## src/rtl/uart_tx_fifo_ctrl.sv

```systemverilog
// Transmit FIFO plus sequencer that feeds one byte per frame to a UART transmitter.
// Strobe appears two cycles after a push into an empty FIFO; pushes while full are dropped.
module uart_tx_fifo_ctrl #(
  parameter int DATAWIDTH = 8,
  parameter int DEPTH     = 16
) (
  input  logic                   clk,
  input  logic                   rst_i,
  input  logic                   wr_en_i,
  input  logic [DATAWIDTH-1:0]   wr_data_i,
  output logic                   full_o,
  output logic                   empty_o,
  output logic [$clog2(DEPTH):0] count_o,
  output logic                   overflow_o,
  input  logic                   tx_done_i,
  output logic                   tx_start_o,
  output logic [DATAWIDTH-1:0]   tx_data_o,
  output logic                   busy_o
);

  localparam int AW = $clog2(DEPTH);
  localparam int CW = AW + 1;

  typedef enum logic [1:0] {
    IDLE      = 2'd0,
    START     = 2'd1,
    WAIT_ACK  = 2'd2,
    WAIT_DONE = 2'd3
  } state_t;

  state_t               state_q;
  state_t               state_d;
  logic [DATAWIDTH-1:0] mem [DEPTH];
  logic [AW-1:0]        wr_ptr_q;
  logic [AW-1:0]        rd_ptr_q;
  logic [CW-1:0]        count_q;
  logic                 overflow_q;
  logic [DATAWIDTH-1:0] tx_data_q;
  logic                 push;
  logic                 pop;

  // Flags come from the registered count only, so a same-cycle pop never frees a slot.
  assign full_o     = (count_q == CW'(DEPTH));
  assign empty_o    = (count_q == '0);
  assign count_o    = count_q;
  assign overflow_o = overflow_q;
  assign push       = wr_en_i && !full_o;

  always_ff @(posedge clk) begin
    if (push) begin
      mem[wr_ptr_q] <= wr_data_i;
    end
  end

  always_ff @(posedge clk) begin
    if (rst_i) begin
      wr_ptr_q   <= '0;
      rd_ptr_q   <= '0;
      count_q    <= '0;
      overflow_q <= 1'b0;
    end else begin
      overflow_q <= wr_en_i && full_o;
      if (push) begin
        wr_ptr_q <= wr_ptr_q + AW'(1);
      end
      if (pop) begin
        rd_ptr_q <= rd_ptr_q + AW'(1);
      end
      case ({push, pop})
        2'b10:   count_q <= count_q + CW'(1);
        2'b01:   count_q <= count_q - CW'(1);
        default: count_q <= count_q;
      endcase
    end
  end

  always_ff @(posedge clk) begin
    if (rst_i) begin
      state_q   <= IDLE;
      tx_data_q <= '0;
    end else begin
      state_q <= state_d;
      if (pop) begin
        tx_data_q <= mem[rd_ptr_q];
      end
    end
  end

  // WAIT_ACK absorbs the transmitter's registered done flag lagging the strobe.
  always_comb begin
    state_d = state_q;
    pop     = 1'b0;
    case (state_q)
      IDLE: begin
        if (!empty_o && tx_done_i) begin
          pop     = 1'b1;
          state_d = START;
        end
      end
      START:     state_d = WAIT_ACK;
      WAIT_ACK:  if (!tx_done_i) state_d = WAIT_DONE;
      WAIT_DONE: if (tx_done_i) state_d = IDLE;
      default:   state_d = IDLE;
    endcase
  end

  assign tx_start_o = (state_q == START);
  assign tx_data_o  = tx_data_q;
  assign busy_o     = (state_q != IDLE);

endmodule

```

## config.mk

```make
export PLATFORM = sky130hd
export DESIGN_NAME = uart_tx_fifo_ctrl
export DESIGN_NICKNAME = d
export VERILOG_FILES = /design/src/rtl/uart_tx_fifo_ctrl.sv
export SDC_FILE = /design/constraint.sdc
export NUM_CORES = 1
export LEC_CHECK = 0
export ABC_CLOCK_PERIOD_IN_PS = 4000
export BUFFER_PORTS_ARGS = -buffer_cell sky130_fd_sc_hd__buf_4
export CAP_MARGIN = 20
export CELL_PAD_IN_SITES_DETAIL_PLACEMENT = 0
export CELL_PAD_IN_SITES_GLOBAL_PLACEMENT = 2
export CORE_ASPECT_RATIO = 0.8
export CORE_MARGIN = 2
export CORE_UTILIZATION = 47
export CTS_BUF_LIST = sky130_fd_sc_hd__clkbuf_2 sky130_fd_sc_hd__clkbuf_4 sky130_fd_sc_hd__clkbuf_8
export DETAILED_ROUTE_END_ITERATION = 10
export PLACE_DENSITY = 0.78
export SYNTH_ARGS = -nofsm -noshare
export SYNTH_HDL_FRONTEND = slang
export SYNTH_SLANG_ARGS = --single-unit
```

## constraint.sdc

```tcl
create_clock -name clk -period 4 [get_ports clk]
set_input_delay 0.4 -clock clk [delete_from_list [all_inputs] [get_ports clk]]
set_output_delay 0.4 -clock clk [all_outputs]
set_load 0.01 [all_outputs]
```

# Word-level counts from Yosys, hierarchy flattened
# Memory sizes are Yosys's and may differ from the RTL's. A register that Yosys moved wholly into a read port is not among the register bits.
# Cells that the tools add are included.
classes:
  addsub: 4
  eq_ne: 9
  n_mux: 9
  n_reduce_logical: 10
ops:
  columns: ["operator", "n"]
  rows:
  - ["5-bit one-hot mux with 2 select lines", 1]
  - ["4-bit by 1-bit adder with 4-bit output (second input constant)", 2]
  - ["2-bit one-hot mux with 4 select lines", 1]
  - ["2-bit equality test (second input constant)", 3]
  - ["2-bit 2-to-1 mux", 3]
  - ["2-bit inequality test (second input constant)", 3]
  - ["5-bit by 1-bit adder with 5-bit output (second input constant)", 1]
  - ["5-bit equality test (second input constant)", 1]
  - ["5-bit zero test", 1]
  - ["5-bit by 1-bit subtractor with 5-bit output (second input constant)", 1]
  - ["2-bit by 1-bit equality test with 1-bit output (second input constant)", 2]
  - ["1-bit 2-to-1 mux", 4]
  - ["2-bit nonzero test", 2]
  - ["1-bit logical AND", 3]
  - ["3-bit AND reduction", 1]
  - ["1-bit zero test", 2]
  - ["2-bit zero test", 1]
totals:
  regBits: 16
  ramBits: 128
  input_bits: 12
  output_inout_bits: 18
  word_cells: 38
  memories: 1
mem_list:
  columns: ["name", "depth", "word_bits", "read_ports", "rd_ports_with_merged_regs", "write_ports", "line", "source"]
  rows:
  - ["mem", 16, 8, 1, 1, 1, "33", "logic [DATAWIDTH-1:0] mem [DEPTH];"]

# Depth between registers and ports, before layout
# Gate-level depths: netlist (run 1).
depth:
  depth_word: 7
  mapped_depth: 12
  depth_no_buf: 11

# Worst setup path after synthesis (run 1)
# No wires, ideal clock.
synth_path:
  kind: "reg2reg"
  start: "register count_q[0] (netlist: count_o[0])"
  end: "register count_q[4] (netlist: count_o[4])"
  setup_time_ps: 121
  arrival_ps: 2827
  t_required_ps: 3879
  slack_ps: 1052
  path_stages_with_launch: 11
  path_buffers: 1
  period_less_slack_ps: 2948
  path_cell_list: "dfxtp_1 or4_4 o211a_4 buf_6 ha_1 ha_1 nor2b_1 o21ai_0 a21oi_1 or3b_1 mux2_2"
synth_via:
  elab_chain_len: 7
  word_cells_on_any_way: 14
  classes_between: "add/sub: 2; eq/ne: 3; mux: 3; reduce/logical: 6"
synth_rtl:
  columns: ["item", "line", "source"]
  rows:
  - ["start: declaration", "36", "logic [CW-1:0] count_q;"]
  - ["start signal: assignment", "70", "2'b10: count_q <= count_q + CW'(1);"]
  - ["start signal: assignment", "71", "2'b01: count_q <= count_q - CW'(1);"]
  - ["start signal: assignment", "72", "default: count_q <= count_q;"]
  - ["5-bit zero test *", "44", "assign empty_o = (count_q == '0);"]
  - ["1-bit zero test *", "95", "if (!empty_o && tx_done_i) begin"]
  - ["1-bit logical AND *", "95", null]
  - ["1-bit 2-to-1 mux *", "95", null]
  - ["1-bit 2-to-1 mux *", "93", "case (state_q)"]
  - ["via pop", "40", "logic pop;"]
  - ["2-bit by 1-bit equality test with 1-bit output / 2-bit equality test (equally long branches)", "69", "case ({push, pop})"]
  - ["5-bit one-hot mux with 2 select lines / 2-bit nonzero test (equally long branches)", null, null]
# Mark *: on every way through the listed nets, which the timed path passes. The rest lies on a longest branch.
# A chain may end at the register's enable or synchronous reset.

# Final worst setup path (run 1)
layout_path:
  start: "register count_q[0] (netlist: count_o[0])"
  end: "register count_q[4] (netlist: count_o[4])"
layout_via:
  elab_chain_len: 7
  word_cells_on_any_way: 14
  classes_between: "add/sub: 2; eq/ne: 3; mux: 3; reduce/logical: 6"
layout_rtl:
  columns: ["item", "line"]
  rows:
  - ["5-bit zero test", "44"]
  - ["1-bit zero test", "95"]
  - ["1-bit logical AND", "95"]
  - ["1-bit 2-to-1 mux", "95"]
  - ["1-bit 2-to-1 mux", "93"]
  - ["2-bit by 1-bit equality test with 1-bit output / 2-bit equality test (equally long branches)", "69"]
  - ["5-bit one-hot mux with 2 select lines / 2-bit nonzero test (equally long branches)", null]
# Several ways; a longest one is shown, not always the timed one.

==> results_tabular.tex, run 1 <==
\begin{tabular}{lr}
\hline
Metric & Value \\
\hline
\multicolumn{2}{l}{\textbf{Floorplan}} \\
\quad Number of rows created at floorplan & 37 \\
\quad Die Footprint & 14100 um2 \\
\quad Die Y & 107 um \\
\quad Core Footprint & 12800 um2 \\
\quad Initial cell density of the core & 48.2\% \\
\quad Die boundary width & 132 um \\
\quad I/O pin count & 30 \\
\multicolumn{2}{l}{\textbf{Placed design}} \\
\quad Pre-CTS setup slack & 874 ps \\
\quad Gpl congestion & 0.760 \\
\quad Final HPWL from detailed placement & 8270 um \\
\quad Total placed cells including tap cells & 572 \\
\quad Buffers added on ports & 29 \\
\multicolumn{2}{l}{\textbf{Cells and area}} \\
\quad Footprint of the flip-flops and latches & 4330 um2 \\
\quad Synth-to-Final Area Change & 12.5\% \\
\quad Fraction of layout cells with a size suffix above 1 & 20.7\% \\
\quad Diodes inserted & 0 \\
\quad Most common cell after layout, fill and taps aside & sky130\_fd\_sc\_hd\_\_edfxtp\_1 \\
\quad Fillers & 1063 \\
\quad Commonest cells after routing, fill and taps aside & 128 x sky130\_fd\_sc\_hd\_\_edfxtp\_1, 40 x sky130\_fd\_sc\_hd\_\_nor2\_1, 36 x sky130\_fd\_sc\_hd\_\_buf\_4 \\
\quad Post-route insts no fill & 604 \\
\quad Total number of nets in the final design & 443 \\
\quad Area occupied by multi-input gates & 1690 um2 \\
\multicolumn{2}{l}{\textbf{Worst setup path}} \\
\quad Arrival time reported for the critical path endpoint & 3480 ps \\
\quad Element type at the critical path start & flip-flop \\
\quad Slowest cell on the critical path & sky130\_fd\_sc\_hd\_\_or4\_4 \\
\quad Buffers \& Inverters on Critical Path & 0 \\
\quad Class of the most critical setup path & flip-flop to flip-flop \\
\quad Worst reg2reg setup slack & 850 ps \\
\quad Cell family contributing the most delay on the critical path & simple AND/OR/NAND/NOR gates \\
\quad Cell seen most often among critical-path stages & sky130\_fd\_sc\_hd\_\_ha\_1 \\
\quad Worst Path Max Fanout & 21 \\
\quad Endpoint kind of the worst setup timing path & flip-flop \\
\quad Cell chain of the critical path & or4\_4 > o211a\_4 > ha\_1 > ha\_1 > nor2b\_1 > o21ai\_0 > a21oi\_1 > or3b\_1 > mux2\_2 \\
\quad Required @ worst endpoint & 4330 ps \\
\quad Length in cells of the worst reg-to-reg path & 9 \\
\quad Critical path depth & 9 \\
\quad Critical Path Max Stage Delay & 580 ps \\
\multicolumn{2}{l}{\textbf{CTS}} \\
\quad H-tree depth reported by CTS & 4 \\
\quad Clock root cell & sky130\_fd\_sc\_hd\_\_clkbuf\_8 \\
\quad Count of buffers added by post-CTS timing repair for setup & 0 \\
\quad Post-CTS Hold Buffers & 0 \\
\quad CTS max path bufs & 2 \\
\quad CTS tree & yes \\
\quad Cells resized by post-CTS repair & 0 \\
\quad Worst-path clk slew & 80 ps \\
\quad TritonCTS buffer count & 17 \\
\quad Clock sink count & 152 \\
\quad Source-to-sink clock delay at the later pin of the worst-skew pair & 430 ps \\
\multicolumn{2}{l}{\textbf{Global route}} \\
\quad Number of global-route vias before repair & 3256 \\
\quad GRT Residual Overflow & 0 \\
\quad Maximum number of pins on one net before global-route repair & 27 \\
\quad Global Route Usage Sum & 19.0\% \\
\quad Antenna violations before repair & 0 \\
\quad First-pass GRT wire length & 19000 um \\
\multicolumn{2}{l}{\textbf{Power and ir drop}} \\
\quad Sw frac & 28.4\% \\
\quad Internal & 2850 uW \\
\quad Switching component of the power & 1130 uW \\
\quad Fraction of power consumed by the clock network & 29.4\% \\
\quad Total Power & 3980 uW \\
\quad Fraction of power consumed by combinational cells & 23.2\% \\
\quad Ratio of total power to cell area & 573 nW/um2 \\
\quad Leakage & 0.00228 uW \\
\quad Relative contribution of sequential cells to total power & 47.4\% \\
\quad Maximum vdd drop & 0.433 mV \\
\multicolumn{2}{l}{\textbf{Yosys}} \\
\quad Post-Syn Nets & 409 \\
\quad \#FFs+latches synth & 152 \\
\quad Number of warnings reported in the yosys synthesis log & 0 \\
\quad Top cells by area in the synthesized netlist & sky130\_fd\_sc\_hd\_\_edfxtp\_1 62\%, sky130\_fd\_sc\_hd\_\_dfxtp\_1 7.8\%, sky130\_fd\_sc\_hd\_\_mux4\_2 5.8\% \\
\quad Number of flops mapped to enable cells by yosys & 128 \\
\quad Yosys cell types & 39 \\
\quad Post-synth top area share & 62.2\% \\
\quad Mapped Area & 6180 um2 \\
\quad Yosys top cell by area & sky130\_fd\_sc\_hd\_\_edfxtp\_1 \\
\quad Synthesized area divided by synthesized cell count & 16.2 um2 \\
\quad Flip-flop cell with the highest count after synthesis & sky130\_fd\_sc\_hd\_\_edfxtp\_1 \\
\quad Share of synthesized registers carrying an async set or reset & 0\% \\
\quad Register area share after synthesis & 70.0\% \\
\quad Post-Syn Instances & 382 \\
\multicolumn{2}{l}{\textbf{Route}} \\
\quad Post-detailed-route wirelength per cell & 20.5 um \\
\quad Starting DRT DRC Count & 243 \\
\quad Vias per cell & 5.31 \\
\quad Via count & 3209 \\
\quad Post-route antenna net violation count & 0 \\
\quad Total routed wirelength & 12400 um \\
\quad DRC & 0 \\
\quad Number of detailed-routing iterations run before antenna repair & 6 \\
\multicolumn{2}{l}{\textbf{Timing}} \\
\quad Total count of hold-check failures in the final report & 0 \\
\quad Post-route fraction of the period consumed by the critical path & 78.7\% \\
\quad Highest attainable clock frequency & 318 MHz \\
\quad Worst path setup slack after routing & 851 ps \\
\quad Time the worst path needs with I/O delays and setup & 3150 ps \\
\quad Aggregate negative setup slack & 0 ps \\
\quad Clock skew & 14.3 ps \\
\quad Pins over their slew limit & 0 \\
\quad Setup repair after global routing missed its margin & no \\
\quad Worst slew pin tran & 880 ps \\
\quad Final-report setup violation count & 0 \\
\quad Max-Slew Margin vs Limit & 41.1\% \\
\multicolumn{2}{l}{\textbf{Run status}} \\
\quad Run status & finished clean \\
\multicolumn{2}{l}{\textbf{Min path}} \\
\quad Hold Path Depth & 2 \\
\quad Class of the worst hold path & input pin to flip-flop \\
\multicolumn{2}{l}{\textbf{Run}} \\
\quad Number of violations of the max-capacitance limit & 0 \\
\hline
\end{tabular}
-- stage by stage --
step	area [um2]	hold slack (ps)	util [%]
global placement	6540	497	51.0
global route	6950	215	54.2
finish	6950	245	54.2
floorplan	6180	499	-
detailed placement	6550	500	51.0
CTS	6950	220	54.2
-- state kept, by name (all words and copies together) (netlist names) --
name        cells
count_o         5
mem           128
overflow_o      1
rd_ptr_q        4
state_q         2
tx_data_o       8
wr_ptr_q        4
-- Yosys cell counts (all sizes together) (3+ instances only) --
| cell type | number |
|---|---|
| mux4 | 16 |
| nor2b | 5 |
| inv | 11 |
| nand2 | 16 |
| dfxtp | 24 |
| mux2i | 35 |
| a21oi | 5 |
| a311oi | 12 |
| a211oi | 3 |
| o22ai | 13 |
| buf | 13 |
| xnor2 | 3 |
| xor2 | 5 |
| edfxtp | 128 |
| nor2 | 40 |
| clkbuf | 8 |
| ha | 14 |
| nand2b | 3 |
| nor3 | 5 |
-- per-layer routing --
layer	share of wire, %	track usage, %	vias up
met3	9.2	6.49	6
met1	45	27.4	1576
met2	45	27.7	89
li1	-	-	1538
met5	0	0	-
met4	0.78	5.05	0
-- worst register-to-register path, stage by stage, from the launching register on --
cell and delay, ps:
sky130_fd_sc_hd__dfxtp_1 370, sky130_fd_sc_hd__or4_4 580, sky130_fd_sc_hd__o211a_4 350, sky130_fd_sc_hd__ha_1 280, sky130_fd_sc_hd__ha_1 330, sky130_fd_sc_hd__nor2b_1 150
sky130_fd_sc_hd__o21ai_0 230, sky130_fd_sc_hd__a21oi_1 100, sky130_fd_sc_hd__or3b_1 360, sky130_fd_sc_hd__mux2_2 280
-- cell families after synthesis --
| group | synth area share (%) |
|---|---|
| flip-flops | 70.0 |
| AND/OR/NAND/NOR | 5.75 |
| multiplexers | 11.9 |
| AO/OA/AOI/OAI | 5.45 |
| buffers and inverters | 2.61 |
| adder cells (fa/ha/maj) | 3.16 |
| XOR/XNOR | 1.13 |
-- worst paths after layout --
| check | start | to |
|---|---|---|
| setup / recovery | count_o[0]$_SDFFE_PP0P_ | count_o[4]$_SDFFE_PP0P_ |
| hold / removal | wr_en_i | overflow_o$_SDFF_PP0_ |
| setup reg to reg | count_o[0]$_SDFFE_PP0P_ | count_o[4]$_SDFFE_PP0P_ |
| hold reg to reg | tx_data_o[6]$_SDFFE_PP0P_ | tx_data_o[6]$_SDFFE_PP0P_ |
-- layout make-up --
cell class                 count  share of cell area [%]
clock buffer                  19                    3.58
clock inverter                13                    2.21
inverter                      11                   0.594
multi-input combinational    198                    24.3
sequential                   152                    62.2
tap                          175                    3.15
timing repair buffer          36                    3.89
-- power by group through the flow --
stage / sequential [uW] / clock [uW] / combinational, uW
after floorplan: 1930 / 0 / 621
after global placement: 1920 / 0 / 932
after detailed placement: 1930 / 0 / 943
after CTS: 1890 / 1190 / 946
after global routing: 1900 / 1260 / 1030
final: 1890 / 1170 / 923
Note: power is estimated with default switching activity, not from simulation.
==> run 2, diff against run 1 <==
Settings changed: ABC_CLOCK_PERIOD_IN_PS 4000 to 2780, CORE_UTILIZATION 47 to 43, PLACE_DENSITY 0.78 to 0.75.
Clock period 4 ns to 2.78 ns, I/O delays scaled along.
==> run 2 against run 1 <==
Clock-buffer cell count shrank 2; largest power group unchanged; highest routed layer unchanged; non-clock buffer count increased by 15; global-route usage is 0.99 points lower; clock power rose by 63%; critical path type unchanged; total power rose by 53%.
==> results_tabular.tex, run 2 (synthesis results as in run 1) <==
\begin{tabular}{lr}
\hline
Metric & Value \\
\hline
\multicolumn{2}{l}{\textbf{Timing}} \\
\quad Max-Slew Margin vs Limit & 48.7\% (+7.6 points) \\
\quad Pins over their slew limit & 0 (unchanged) \\
\quad Post-route fraction of the period consumed by the critical path & 96.0\% (+17 points) \\
\quad Total count of hold-check failures in the final report & 0 (unchanged) \\
\quad Worst slew pin tran & 767 ps (-113 ps) \\
\quad Final-report setup violation count & 0 (unchanged) \\
\quad Setup repair after global routing missed its margin & no \\
\quad Worst Hold Slack & 101 ps (-144 ps) \\
\quad Highest attainable clock frequency & 375 MHz (+18\%) \\
\quad Time the worst path needs with I/O delays and setup & 2670 ps (-481 ps) \\
\quad Aggregate negative setup slack & 0 ps (unchanged) \\
\quad Clock skew & 7.59 ps (-6.68 ps) \\
\multicolumn{2}{l}{\textbf{Power and ir drop}} \\
\quad Internal & 4370 uW (+53\%) \\
\quad Switching component of the power & 1720 uW (+52\%) \\
\quad Sw frac & 28.2\% (-0.15 points) \\
\quad Total Power & 6090 uW (+53\%) \\
\quad Leakage & 0.00238 uW (+4.6\%) \\
\quad Fraction of power consumed by combinational cells & 24.0\% (+0.8 points) \\
\quad Maximum vdd drop & 0.477 mV (+10\%) \\
\quad Relative contribution of sequential cells to total power & 44.7\% (-2.7 points) \\
\quad Fraction of power consumed by the clock network & 31.3\% (+1.9 points) \\
\quad Ratio of total power to cell area & 846 nW/um2 (+48\%) \\
\multicolumn{2}{l}{\textbf{Run}} \\
\quad Number of violations of the max-capacitance limit & 0 (unchanged) \\
\multicolumn{2}{l}{\textbf{Global route}} \\
\quad Number of global-route vias before repair & 3325 (+2.1\%) \\
\quad GRT Residual Overflow & 0 (unchanged) \\
\quad Maximum number of pins on one net before global-route repair & 29 (+7.4\%) \\
\quad Global Route Usage Sum & 18.0\% (-0.99 points) \\
\quad First-pass GRT wire length & 19500 um (+2.8\%) \\
\quad Antenna violations before repair & 0 (unchanged) \\
\multicolumn{2}{l}{\textbf{Worst setup path}} \\
\quad Critical Path Max Stage Delay & 550 ps (-30 ps) \\
\quad Slowest cell on the critical path & sky130\_fd\_sc\_hd\_\_or4\_4 \\
\quad Endpoint kind of the worst setup timing path & flip-flop \\
\quad Cell chain of the critical path & or4\_4 > o211a\_4 > ha\_4 > ha\_4 > nor2b\_2 > o21ai\_2 > a21oi\_1 > or3b\_1 > mux2\_2 \\
\quad Element type at the critical path start & flip-flop \\
\quad Class of the most critical setup path & flip-flop to flip-flop \\
\quad Arrival time reported for the critical path endpoint & 3010 ps (-470 ps) \\
\quad Cell seen most often among critical-path stages & sky130\_fd\_sc\_hd\_\_ha\_4 \\
\quad Worst Path Max Fanout & 6 (-71\%) \\
\quad Worst reg2reg setup slack & 110 ps (-740 ps) \\
\quad Required @ worst endpoint & 3120 ps (-1210 ps) \\
\multicolumn{2}{l}{\textbf{Cells and area}} \\
\quad Post-layout util & 50.9\% (-3.3 points) \\
\quad Number of flip-flops under the largest register name & 128 (unchanged) \\
\quad Most common cell after layout, fill and taps aside & sky130\_fd\_sc\_hd\_\_edfxtp\_1 \\
\quad Synth-to-Final Area Change & 16.6\% \\
\quad Fillers & 1195 (+12\%) \\
\quad Top reg by flops & mem \\
\quad Total number of nets in the final design & 458 (+3.4\%) \\
\quad Fraction of layout cells with a size suffix above 1 & 26.1\% (+5.4 points) \\
\quad Diodes inserted & 0 (unchanged) \\
\quad Commonest cells after routing, fill and taps aside & 128 x sky130\_fd\_sc\_hd\_\_edfxtp\_1, 49 x sky130\_fd\_sc\_hd\_\_buf\_4, 40 x sky130\_fd\_sc\_hd\_\_nor2\_1 \\
\multicolumn{2}{l}{\textbf{Floorplan}} \\
\quad Die Footprint & 15300 um2 (+9.0\%) \\
\quad Die Y & 111 um (+4.4\%) \\
\quad I/O pin count & 30 (unchanged) \\
\quad Die boundary width & 138 um (+4.4\%) \\
\quad Initial cell density of the core & 43.6\% (-4.5 points) \\
\quad Number of rows created at floorplan & 39 (+5.4\%) \\
\quad Core Footprint & 14200 um2 (+10\%) \\
\multicolumn{2}{l}{\textbf{Placed design}} \\
\quad Final HPWL from detailed placement & 8310 um (+0.45\%) \\
\quad Buffers added on ports & 29 (unchanged) \\
\quad Gpl congestion & 0.740 (-2.6\%) \\
\multicolumn{2}{l}{\textbf{Route}} \\
\quad DRC & 0 (unchanged) \\
\quad Post-route antenna net violation count & 0 (unchanged) \\
\quad Total routed wirelength & 12500 um (+1.4\%) \\
\quad Starting DRT DRC Count & 282 (+16\%) \\
\quad Via count & 3284 (+2.3\%) \\
\quad Number of detailed-routing iterations run before antenna repair & 4 (-2) \\
\quad Vias per cell & 5.23 (-1.6\%) \\
\quad Post-detailed-route wirelength per cell & 20.0 um (-2.5\%) \\
\multicolumn{2}{l}{\textbf{CTS}} \\
\quad Source-to-sink clock delay at the later pin of the worst-skew pair & 450 ps (+20 ps) \\
\quad CTS tree & yes \\
\quad Clock sink count & 152 (unchanged) \\
\quad CTS max path bufs & 2 (unchanged) \\
\quad Clock root cell & sky130\_fd\_sc\_hd\_\_clkbuf\_8 \\
\quad TritonCTS buffer count & 17 (unchanged) \\
\quad Post-CTS Hold Buffers & 0 (unchanged) \\
\quad H-tree depth reported by CTS & 4 (unchanged) \\
\quad Worst-path clk slew & 80 ps (about the same) \\
\quad Count of buffers added by post-CTS timing repair for setup & 0 (unchanged) \\
\multicolumn{2}{l}{\textbf{Min path}} \\
\quad Class of the worst hold path & input pin to flip-flop \\
\multicolumn{2}{l}{\textbf{Run status}} \\
\quad Run status & finished clean \\
\hline
\end{tabular}
-- run 2: power groups by stage --
stage	Combinational [uW]	Clock [uW]	Sequential, uW
final	1460	1910	2720
after floorplan	902	0	2790
after global placement	1430	0	2760
after global routing	1620	2060	2750
after detailed placement	1440	0	2770
after CTS	1440	1950	2720
-- run 2: worst max-delay path, delay by kind of cell (launching register included) --
kind	cells	cell delay (ps)
and+or+nand+nor	3	1060
AOI/OAI and AO/OA	3	460
adders and majority gates	2	400
DFF	1	370
muxes	1	270
-- run 2: final timing paths --
check / start / end / depth (start not counted)
hold reg to reg: tx_data_o[5]$_SDFFE_PP0P_ / tx_data_o[5]$_SDFFE_PP0P_ / 2
setup / recovery: count_o[0]$_SDFFE_PP0P_ / count_o[4]$_SDFFE_PP0P_ / 9
setup reg to reg: count_o[0]$_SDFFE_PP0P_ / count_o[4]$_SDFFE_PP0P_ / 9
hold / removal: wr_en_i / overflow_o$_SDFF_PP0_ / 2
-- run 2: cell type report --
cell class / instances / area (um2) / area share [%]
clock inverter: 15 / 226 / 3.15
clock buffer: 17 / 234 / 3.25
multi-input combinational: 198 / 1730 / 24.0
inverter: 11 / 41.3 / 0.573
tap: 184 / 230 / 3.20
sequential: 152 / 4330 / 60.1
timing repair buffer: 51 / 408 / 5.66
-- run 2: what timing repair did --
action / CTS / global route
setup endpoints to repair: 0 / 1
endpoints found under the hold margin: 0 / 0
gates resized for setup: 0 / 7
-- run 2: through the flow --
step,instances,worst slack (ps),area (um2)
after floorplan,382,12.3,6190
after global placement,596,84.9,6710
after detailed placement,596,71.1,6710
after CTS,628,43.7,7170
after global routing,628,5.00,7200
final,628,112,7200
-- run 2: metal layers --
layer,vias up,global-route usage (%),part of all wire (%)
li1,1565,-,-
met1,1634,26.6,48
met2,71,25.2,44
met3,14,6.04,6.6
met4,0,5.51,1.4
met5,-,0,0
